[src/rtl/write_controller_if.sv]
// Producer/memory-side signal bundle of the FIFO write controller.
// The controller takes the slave view; the producer/test environment takes master.
interface write_controller_if #(
    parameter int ADDR_WIDTH = 5
);
    localparam int PW = ADDR_WIDTH + 1;

    logic                  write;      // write request from producer
    logic [PW-1:0]         rptrs;      // Gray read pointer, already in clkw domain
    logic [PW-1:0]         wptr;       // Gray write pointer toward read domain
    logic [ADDR_WIDTH-1:0] waddr;      // memory write address
    logic                  wen;        // memory write enable
    logic                  fullflag;   // FIFO full
    logic                  almostfull; // fill level at or above threshold
    logic [PW-1:0]         level;      // fill level 0..2^ADDR_WIDTH
    logic                  overflow;   // sticky write-while-full error

    modport master (
        output write, rptrs,
        input  wptr, waddr, wen, fullflag, almostfull, level, overflow
    );

    modport slave (
        input  write, rptrs,
        output wptr, waddr, wen, fullflag, almostfull, level, overflow
    );
endinterface

[src/rtl/write_controller.sv]
// Write-side pointer/flag logic of an asynchronous FIFO.
// Keeps a binary write pointer, publishes its Gray form, and derives
// full / almost-full / fill level from the synchronized Gray read pointer.
module write_controller #(
    parameter int ADDR_WIDTH  = 5,
    parameter int AFULL_LEVEL = 28
) (
    input  logic              clkw,
    input  logic              resetw,
    write_controller_if.slave bus
);
    localparam int PW = ADDR_WIDTH + 1;
    localparam logic [PW:0] AFULL_THR = (PW + 1)'(AFULL_LEVEL);

    logic [PW-1:0] wbin_reg;
    logic [PW-1:0] wptr_reg;
    logic [PW-1:0] level_reg;
    logic          full_reg;
    logic          afull_reg;
    logic          ovf_reg;

    logic          accept;
    logic [PW-1:0] wbin_next;
    logic [PW-1:0] wgray_next;
    logic [PW-1:0] rbin;
    logic [PW-1:0] level_next;
    logic          full_next;
    logic          afull_next;

    // Reset gates the enable so no memory write slips through a reset cycle.
    assign accept = bus.write & ~full_reg & ~resetw;

    // Binary read pointer: each bit is the XOR of all Gray bits at or above it.
    generate
        for (genvar gi = 0; gi < PW; gi++) begin : g_gray2bin
            assign rbin[gi] = ^bus.rptrs[PW-1:gi];
        end
    endgenerate

    // Next pointer, its Gray form, and the flags derived from it.
    always_comb begin
        wbin_next  = wbin_reg + {{(PW-1){1'b0}}, accept};
        wgray_next = wbin_next ^ (wbin_next >> 1);
        // Full when the Gray pointers differ only in their two top bits,
        // i.e. the writer is exactly one lap ahead of the reader.
        full_next  = (wgray_next == {~bus.rptrs[PW-1:PW-2], bus.rptrs[PW-3:0]});
        level_next = wbin_next - rbin;
        afull_next = ({1'b0, level_next} >= AFULL_THR);
    end

    // Pointer, flag and level registers; overflow is sticky until reset.
    always_ff @(posedge clkw) begin
        if (resetw) begin
            wbin_reg  <= '0;
            wptr_reg  <= '0;
            level_reg <= '0;
            full_reg  <= 1'b0;
            afull_reg <= 1'b0;
            ovf_reg   <= 1'b0;
        end else begin
            wbin_reg  <= wbin_next;
            wptr_reg  <= wgray_next;
            level_reg <= level_next;
            full_reg  <= full_next;
            afull_reg <= afull_next;
            ovf_reg   <= ovf_reg | (bus.write & full_reg);
        end
    end

    // waddr is the pre-increment pointer, so data lands where wen points.
    assign bus.wen        = accept;
    assign bus.waddr      = wbin_reg[ADDR_WIDTH-1:0];
    assign bus.wptr       = wptr_reg;
    assign bus.fullflag   = full_reg;
    assign bus.almostfull = afull_reg;
    assign bus.level      = level_reg;
    assign bus.overflow   = ovf_reg;
endmodule

[src/flat_wrapper.sv]
// flat-port wrapper written by rule: the top's interface ports become plain ports
module write_controller_flat 
#(
    parameter int ADDR_WIDTH  = 5,
    parameter int AFULL_LEVEL = 28
)
  (clkw, resetw, bus_write, bus_rptrs, bus_wptr, bus_waddr, bus_wen, bus_fullflag, bus_almostfull, bus_level, bus_overflow);
  write_controller_if #(.ADDR_WIDTH(ADDR_WIDTH)) bus_i ();
  input  logic clkw;
  input  logic resetw;
  input wire logic [$bits(bus_i.write)-1:0] bus_write;
  input wire logic [$bits(bus_i.rptrs)-1:0] bus_rptrs;
  output wire logic [$bits(bus_i.wptr)-1:0] bus_wptr;
  output wire logic [$bits(bus_i.waddr)-1:0] bus_waddr;
  output wire logic [$bits(bus_i.wen)-1:0] bus_wen;
  output wire logic [$bits(bus_i.fullflag)-1:0] bus_fullflag;
  output wire logic [$bits(bus_i.almostfull)-1:0] bus_almostfull;
  output wire logic [$bits(bus_i.level)-1:0] bus_level;
  output wire logic [$bits(bus_i.overflow)-1:0] bus_overflow;
  assign bus_i.write = bus_write;
  assign bus_i.rptrs = bus_rptrs;
  assign bus_wptr = bus_i.wptr;
  assign bus_waddr = bus_i.waddr;
  assign bus_wen = bus_i.wen;
  assign bus_fullflag = bus_i.fullflag;
  assign bus_almostfull = bus_i.almostfull;
  assign bus_level = bus_i.level;
  assign bus_overflow = bus_i.overflow;
  write_controller #(.ADDR_WIDTH(ADDR_WIDTH), .AFULL_LEVEL(AFULL_LEVEL)) u_core (.clkw(clkw), .resetw(resetw), .bus(bus_i));
endmodule
[config.mk]
export PLATFORM = sky130hd
export DESIGN_NAME = write_controller_flat
export DESIGN_NICKNAME = d
export VERILOG_FILES = /design/src/rtl/write_controller_if.sv /design/src/rtl/write_controller.sv /design/src/flat_wrapper.sv
export SDC_FILE = /design/constraint.sdc
export NUM_CORES = 1
export LEC_CHECK = 0
export BUFFER_PORTS_ARGS = -buffer_cell sky130_fd_sc_hd__buf_2
export CORE_MARGIN = 2
export CORE_UTILIZATION = 25
export CTS_CLUSTER_DIAMETER = 100
export CTS_CLUSTER_SIZE = 40
export DETAILED_ROUTE_END_ITERATION = 16
export GPL_TIMING_DRIVEN = 1
export HOLD_SLACK_MARGIN = 0.03
export PLACE_DENSITY = 0.47
export SYNTH_ARGS = -nofsm -noshare
export SYNTH_HDL_FRONTEND = slang
export SYNTH_SLANG_ARGS = --single-unit
[constraint.sdc]
create_clock -name clkw -period 3.1 [get_ports clkw]
set_input_delay 0 -clock clkw [delete_from_list [all_inputs] [get_ports clkw]]
set_output_delay 0 -clock clkw [all_outputs]
set_load 0.01 [all_outputs]
== Word level (Yosys, flattened, before mapping) ==
Cells that the tools add are included.
Word-level totals
  output and inout bits: 21
  memory bits (read-only): 0
  register bits: 21
  RAM bits: 0
  input port bits: 9
  bits in latches: 0
  memories kept: 0
  word-level logic and storage cells: 23
Operators by class
  mux-type cells: 0
  shift operators: 0
  equal/unequal tests: 1
  $mul: 0
  reductions and logical operators: 5
  bitwise logic cells: 8
  $add $sub $neg: 2
  divide/modulo/power cells: 0
  magnitude comparators: 1
Operator list (count)
  $add 6x1->6: 1
  $eq 6x6->1: 1
  $ge 6x5->1 const B: 1
  $reduce_xor 6->1: 1
  $sub 6x6->6: 1
  $xor 6x5->6: 1
  $reduce_xor 5->1: 1
  $reduce_xor 4->1: 1
  $and 1x1->1: 3
  $reduce_xor 3->1: 1
  $not 1->1: 2
  $not 2->2: 1
  $reduce_xor 2->1: 1
  $or 1x1->1: 1

== Depth between registers and ports, before layout ==
Gate-level depths: netlist (run 1).
  depth in word-level cells: 6
  gate-level depth with buffers: 12
  depth with buffers taken out: 11

== Worst setup path after synthesis (run 1) ==
No wires, ideal clock.
  path type: reg-to-reg
  start: reg u_core.full_reg, in the netlist u_core.bus.fullflag
  end: reg u_core.afull_reg, in the netlist u_core.bus.almostfull
  library setup time: 0.095 ns
  period minus slack after synthesis: 2.928 ns
  setup slack: 0.172 ns
  data required time: 3.005 ns
  stages on the path, launching flop included: 11
  buffers on the path: 0
  arrival time: 2.832 ns
  path through: dfxtp_1 -> nor3b_1 -> ha_1 -> ha_1 -> nand3_1 -> xor2_1 -> inv_1 -> ha_1 -> a21o_1 -> or4_4 -> o311ai_1
On the way
  cells in the longest elaborated chain, start to end: 6
RTL lines
  from (decl): RTL line write_controller.sv:18  | logic full_reg;
  from (signal assigned): RTL line write_controller.sv:64  | full_reg <= full_next;
  $not 1->1: RTL line write_controller.sv:31  | assign accept = bus.write & ~full_reg & ~resetw;
  $and 1x1->1 (2 in a row): RTL line write_controller.sv:31
  net bus_wen: RTL line flat_wrapper.sv:15  | output wire logic [$bits(bus_i.wen)-1:0] bus_wen;
  $add 6x1->6: RTL line write_controller.sv:42  | wbin_next = wbin_reg + {{(PW-1){1'b0}}, accept};
  net u_core.wbin_next[4]: RTL line write_controller.sv:23  | logic [PW-1:0] wbin_next;
  $sub 6x6->6: RTL line write_controller.sv:47  | level_next = wbin_next - rbin;
  $ge 6x5->1: RTL line write_controller.sv:48  | afull_next = ({1'b0, level_next} >= AFULL_THR);
  to (signal assigned): RTL line write_controller.sv:65  | afull_reg <= afull_next;
  to (decl): RTL line write_controller.sv:19  | logic afull_reg;
The timed path passes the listed nets, and every way through them passes these cells.
A chain may end at the register's enable or synchronous reset.

== Worst setup path after layout (run 1) ==
  start: in bus_write
  end: reg u_core.afull_reg, in the netlist u_core.bus.almostfull
On the way
  cells in the longest elaborated chain, start to end: 5
RTL lines
  from (decl): RTL line flat_wrapper.sv:11  | input wire logic [$bits(bus_i.write)-1:0] bus_write;
  $and 1x1->1 (2 in a row): RTL line write_controller.sv:31
  $add 6x1->6: RTL line write_controller.sv:42
  net u_core.wbin_next[2]: RTL line write_controller.sv:23
  $sub 6x6->6: RTL line write_controller.sv:47
  $ge 6x5->1: RTL line write_controller.sv:48
The timed path passes the listed nets, and every way through them passes these cells.

==> results.json, run 1 <==
{
  "fin_cells": 208,
  "antenna_found_initial": 0,
  "core_area_um2": 4350,
  "drt_iter0_drc": 29,
  "vias": 912,
  "rsz0062_at_grt": "no",
  "p_per_area_nw_per_um2": 514,
  "layout-drive-gt1-share_pct": 27.6,
  "cap_violations": 0,
  "worst_ep_required_time_ps": 3260,
  "die_w_um": 71.3,
  "seq_area_um2": 400,
  "worst_slack_ps": 226,
  "nets": 174,
  "clock-sinks": 20,
  "slowest_stage": "dlygate4sd3_1",
  "timing.rr.end": "u_core.bus.almostfull$_SDFF_PP0_",
  "synth_warnings": 0,
  "clk_pin_slew_ps": 80,
  "drt_wl_total_mm": 2.57,
  "netlist_area_um2": 1130,
  "grt_max_degree": 18,
  "gp_congestion": 0.763,
  "fin_crit_sh_pct": 92.7,
  "path_cells": "dlygate4sd3_1, buf_2, nor3b_2, ha_1, ha_1, xnor2_4, inv_1, ha_1, a31oi_1, a21oi_1, or4_4, o311ai_1",
  "yosysTopAreaCell": "dfxtp_1",
  "grtUsageTotal_pct": 11.3,
  "cp_max_fo": 7,
  "synthCells": 121,
  "synth_ff_type": "dfxtp_1",
  "busiest_layer": "met2",
  "antenna_cells": 0,
  "end_kind": "flop",
  "leakage_uw": 0.000733,
  "rrSetupSlack_ps": 300,
  "cts_tree": "yes",
  "multi_input_area_um2": 709,
  "min_delay_path_depth": 4,
  "max_freq_ghz": 0.348,
  "synth_area_per_cell_um2": 9.35,
  "place_area_um2": 1360,
  "grt_pass1_vias": 983,
  "fill_cells": 457,
  "whs_endpoint": "u_core.bus.fullflag$_SDFF_PP0_",
  "drt_pre_antenna_iters": 4,
  "reg2reg_from": "u_core.bus.fullflag$_SDFF_PP0_",
  "ir_drop_mv": 0.211,
  "hp-class": "in2reg",
  "area_delta_synth_final_pct": 28.9,
  "dieArea_um2": 5080,
  "cp_common_cell": "ha_1",
  "post_cts_buffers": 0,
  "r2r_cells": 10,
  "portBuffers": 29,
  "power_uw": 750,
  "placementRows": 24,
  "grtUsageMet1_pct": 15.4,
  "ant_nets": 0,
  "startpoint_type": "input pin",
  "yosysSeqAreaShare_pct": 35.4,
  "clock_skew_ps": 3.76,
  "drv_slew": 0,
  "grt.met3_usage_pct": 2.25,
  "route.detailed.drc": 0,
  "cts-htree-levels": 1,
  "fin_area_um2": 1460,
  "ys_ff_latch": 20,
  "yosysTopAreaCellShare_pct": 35.4,
  "synth_nets": 138,
  "status": "finished, final reports clean",
  "cts_root_buffer": "clkbuf_8",
  "ys_types": 30,
  "final-setup-viol-count": 0,
  "period_needed_ps": 2870,
  "initial_core_util_pct": 26.0,
  "crit_buf_inv": 3,
  "hold_viol": 0,
  "cts.path.max_buffers": 2,
  "path_delay_family": "buffers and inverters",
  "relSlewSlack_pct": 69.4,
  "post_drt_wl_per_cell_um": 12.3,
  "dpl.hpwl_mm": 2.05,
  "ioPinCount": 30,
  "worst_path_largest_cell_delay_ps": 540,
  "numCtsBuffers": 3,
  "worstSkewPairLatency_ps": 260,
  "dpl_worst_slack_ps": 241,
  "grtUsageMet2_pct": 17.8,
  "yosys-top-cells-count": "dfxtp_1, nor2_1, xnor2_1",
  "synth_enable_flop_cells": 0,
  "grt_pass1_wl_mm": 4.62,
  "holdCritStartpoint": "bus_rptrs[3]",
  "die_h_um": 71.3,
  "viasPerCell": 4.38,
  "setup_tns_ps": 0,
  "yosysMostFrequentCell": "dfxtp_1",
  "yosys-top-cells-area": "dfxtp_1, xnor2_1, ha_1",
  "crit_type": "in2reg",
  "grt-ovfl-total": 0,
  "dp.cells": 203,
  "arrival_ps": 3040,
  "tightest_slew_ps": 456,
  "async_flop_share_pct": 0
}
==> what timing repair did <==
| item | in CTS | in global routing |
|---|---|---|
| hold buffers | 1 | 0 |
| endpoints found under the hold margin | 1 | 0 |
| gates resized for setup | 0 | 2 |
| endpoints found under the setup margin | 0 | 2 |
==> cell usage in the layout (no fill, tap or decap), types with 2 or more instances in the layout <==
cell and count:
a21oi_1 4, and2_1 2, and3_1 4, buf_2 29, buf_4 4, clkbuf_8 3
dfxtp_1 20, ha_1 8, inv_1 7, mux2i_1 3, nand2_1 5, nand3_1 3
nor2_1 17, nor3_1 5, o211ai_1 2, xnor2_1 17, xor2_1 6
==> tightest hold or removal path: stages <==
cell and delay [ps]:
buf_2 100, xnor2_1 80, nand2_1 60, a211oi_1 60
==> metal layers <==
metal	share of wire [%]	up-vias	wire length, um
li1	-	475	-
met5	0	-	0
met4	0.94	0	24
met2	43	28	1120
met1	49	407	1250
met3	7.0	2	179
==> through the flow <==
stage,utilization (%),hold slack (ps)
3_3_place_gp,31.2,267
4_1_cts,33.1,93.9
3_5_place_dp,31.2,262
5_1_grt,33.5,99.9
2_1_floorplan,-,141
6_report,33.5,95.7
==> how the worst max path moves through the flow <==
| stage | depth (start not counted) | from | slack (ps) | end |
|---|---|---|---|---|
| after floorplan | 10 | u_core.bus.fullflag$_SDFF_PP0_ | 170 | u_core.bus.almostfull$_SDFF_PP0_ |
| after global placement | 10 | u_core.bus.fullflag$_SDFF_PP0_ | 380 | u_core.bus.almostfull$_SDFF_PP0_ |
| after detailed placement | 10 | u_core.bus.fullflag$_SDFF_PP0_ | 240 | u_core.bus.almostfull$_SDFF_PP0_ |
| after CTS | 12 | bus_write | 140 | u_core.bus.almostfull$_SDFF_PP0_ |
| after global routing | 12 | bus_write | 10 | u_core.bus.almostfull$_SDFF_PP0_ |
| final | 12 | bus_write | 230 | u_core.bus.almostfull$_SDFF_PP0_ |
==> final cells by class <==
class,count,area share (%)
clock buffers,3,2.83
clock inverters,1,2.06
inverters,7,1.80
multi-input cells,91,48.7
flip-flops and latches,20,27.5
well taps,52,4.46
repair buffers,34,12.7
==> power by group <==
group	internal [uW]	switching, uW	leakage (uW)	total, uW
Combinational	94.2	105	0.000533	199
Clock	172	90.5	0.0000357	263
Sequential	281	6.82	0.000164	288
Total	548	202	0.000733	750
==> cells by family (layout without fill, tap and decap cells) <==
logic type	Yosys count	count (layout)	share of synthesized area, %
AND/OR/NAND/NOR	42	42	18.5
XOR/XNOR	27	27	25.1
flip-flops	20	20	35.4
AO/OA/AOI/OAI	11	11	6.19
buffers and inverters	10	45	3.32
adder cells (fa/ha/maj)	8	8	8.85
multiplexers	3	3	2.65
No activity file was read; power rests on OpenSTA's default activity.
==> run 2, diff against run 1 <==
- PLACE_DENSITY: 0.47 -> not set
==> results.json, run 2 (same netlist as run 1, synthesis figures left out) <==
{
  "final-setup-viol-count": 0,
  "grtUsageTotal_pct": 10.0,
  "grt_max_degree": 18,
  "route.detailed.drc": 0,
  "clock-sinks": 20,
  "area_delta_synth_final_pct": 26.4,
  "p_seq_share_pct": 42.1,
  "min_delay_path_depth": 3,
  "core_area_um2": 4350,
  "status": "finished, final reports clean",
  "cts.path.max_buffers": 2,
  "hold_ws_ps": 87.9,
  "p_int_uw": 488,
  "cap_violations": 0,
  "r2r_cells": 10,
  "setup_tns_ps": 0,
  "dpl.hpwl_mm": 1.90,
  "layout_commonest_cell": "buf_2",
  "post_drt_wl_per_cell_um": 11.4,
  "end_kind": "flop",
  "initial_core_util_pct": 26.0,
  "ioPinCount": 30,
  "clk_pin_slew_ps": 70,
  "reg2reg_from": "u_core.bus.fullflag$_SDFF_PP0_",
  "switching_share_pct": 28.7,
  "power_uw": 685,
  "nets": 174,
  "leakage_uw": 0.000724,
  "hp-class": "in2reg",
  "drt_pre_antenna_iters": 4,
  "tightest_slew_ps": 504,
  "layout-drive-gt1-share_pct": 27.6,
  "portBuffers": 29,
  "gp_congestion": 0.795,
  "relSlewSlack_pct": 66.2,
  "drt_iter0_drc": 37,
  "cts-htree-levels": 1,
  "grt_pass1_vias": 889,
  "ant_nets": 0,
  "cts_tree": "yes",
  "setup.worst_path.start": "bus_write",
  "grt-ovfl-total": 0,
  "numCtsBuffers": 3,
  "grt_pass1_wl_mm": 3.97,
  "drt_wl_total_mm": 2.38,
  "fill_cells": 453,
  "cp_max_fo": 7,
  "clockPowerShare_pct": 29.0,
  "drv_slew": 0,
  "die_w_um": 71.3,
  "hold_viol": 0,
  "fin_crit_sh_pct": 93.2,
  "comb_power_share_pct": 28.9,
  "worstSkewPairLatency_ps": 260,
  "antenna_found_initial": 0,
  "cts_root_buffer": "clkbuf_8",
  "dieArea_um2": 5080,
  "clock_skew_ps": 0.990,
  "rsz0062_at_grt": "no",
  "p_per_area_nw_per_um2": 479,
  "timing.rr.end": "u_core.bus.almostfull$_SDFF_PP0_",
  "crit_type": "in2reg",
  "period_needed_ps": 2890,
  "antenna_cells": 0,
  "viasPerCell": 4.39,
  "p_sw_uw": 197,
  "max_freq_ghz": 0.346,
  "seq_area_um2": 400,
  "placementRows": 24,
  "multi_input_area_um2": 698,
  "holdCritStartpoint": "bus_rptrs[4]",
  "vias": 913,
  "worst_ep_required_time_ps": 3270,
  "ir_drop_mv": 0.132,
  "whs_endpoint": "u_core.bus.fullflag$_SDFF_PP0_",
  "arrival_ps": 3060,
  "startpoint_type": "input pin",
  "fin_area_um2": 1430,
  "die_h_um": 71.3,
  "place_area_um2": 1360,
  "mostFrequentLayoutCells": "buf_2, dfxtp_1, xnor2_1, nor2_1, ha_1",
  "rrSetupSlack_ps": 320
}
[run 2: cell types whose count changed in the layout (fill, tap and decap cells not counted)]
cell,delta
xnor2_4,-1
xnor2_2,+1
clkbuf_8,+1
bufinv_16,-1
[run 2: how the worst max path moves through the flow]
stage,end,slack (ps),cells after the start
after floorplan,u_core.bus.almostfull$_SDFF_PP0_,170,10
after global placement,u_core.bus.almostfull$_SDFF_PP0_,340,10
after detailed placement,u_core.bus.almostfull$_SDFF_PP0_,230,10
after CTS,u_core.bus.almostfull$_SDFF_PP0_,180,12
after global routing,u_core.bus.almostfull$_SDFF_PP0_,10,12
final,u_core.bus.almostfull$_SDFF_PP0_,210,12
[run 2: metal layers]
| metal | vias to the layer above | GRT usage, % | share of wire (%) |
|---|---|---|---|
| li1 | 471 | - | - |
| met1 | 413 | 12.1 | 46 |
| met2 | 24 | 17.1 | 46 |
| met3 | 5 | 1.41 | 4.9 |
| met4 | 0 | 5.66 | 2.6 |
| met5 | - | 0 | 0 |
[run 2: power groups by stage]
stage	clock network [uW]	logic [uW]	registers, uW
floorplan	0	125	308
global placement	0	196	295
detailed placement	0	198	294
CTS	208	200	289
global route	216	222	291
finish	199	198	288
[run 2: layout make-up]
class,count,area share [%]
multi-input cells,91,48.8
repair buffers,34,12.9
well taps,52,4.55
flip-flops and latches,20,28.0
inverters,7,1.84
clock buffers,4,3.85
[run 2: repair_timing]
item | CTS | global route
resized for setup | 0 | 1
setup buffers | 0 | 0
hold buffers | 1 | 0
hold endpoints to repair | 1 | 0
endpoints found under the setup margin | 0 | 1
[run 2: critical path, cell delays in order]
cell,delay (ps)
dlygate4sd3_1,530
buf_2,120
nor3b_2,170
ha_1,210
ha_1,220
xnor2_2,350
inv_1,190
ha_1,360
a31oi_1,190
a21oi_1,110
or4_4,520
o311ai_1,80
[run 2: through the flow]
step | util [%] | std cells | setup slack [ps]
after detailed placement | 31.2 | 203 | 229
after CTS | 32.7 | 208 | 178
after global routing | 32.8 | 208 | 14.0
after global placement | 31.2 | 203 | 341
final | 32.8 | 208 | 210
after floorplan | - | 121 | 172
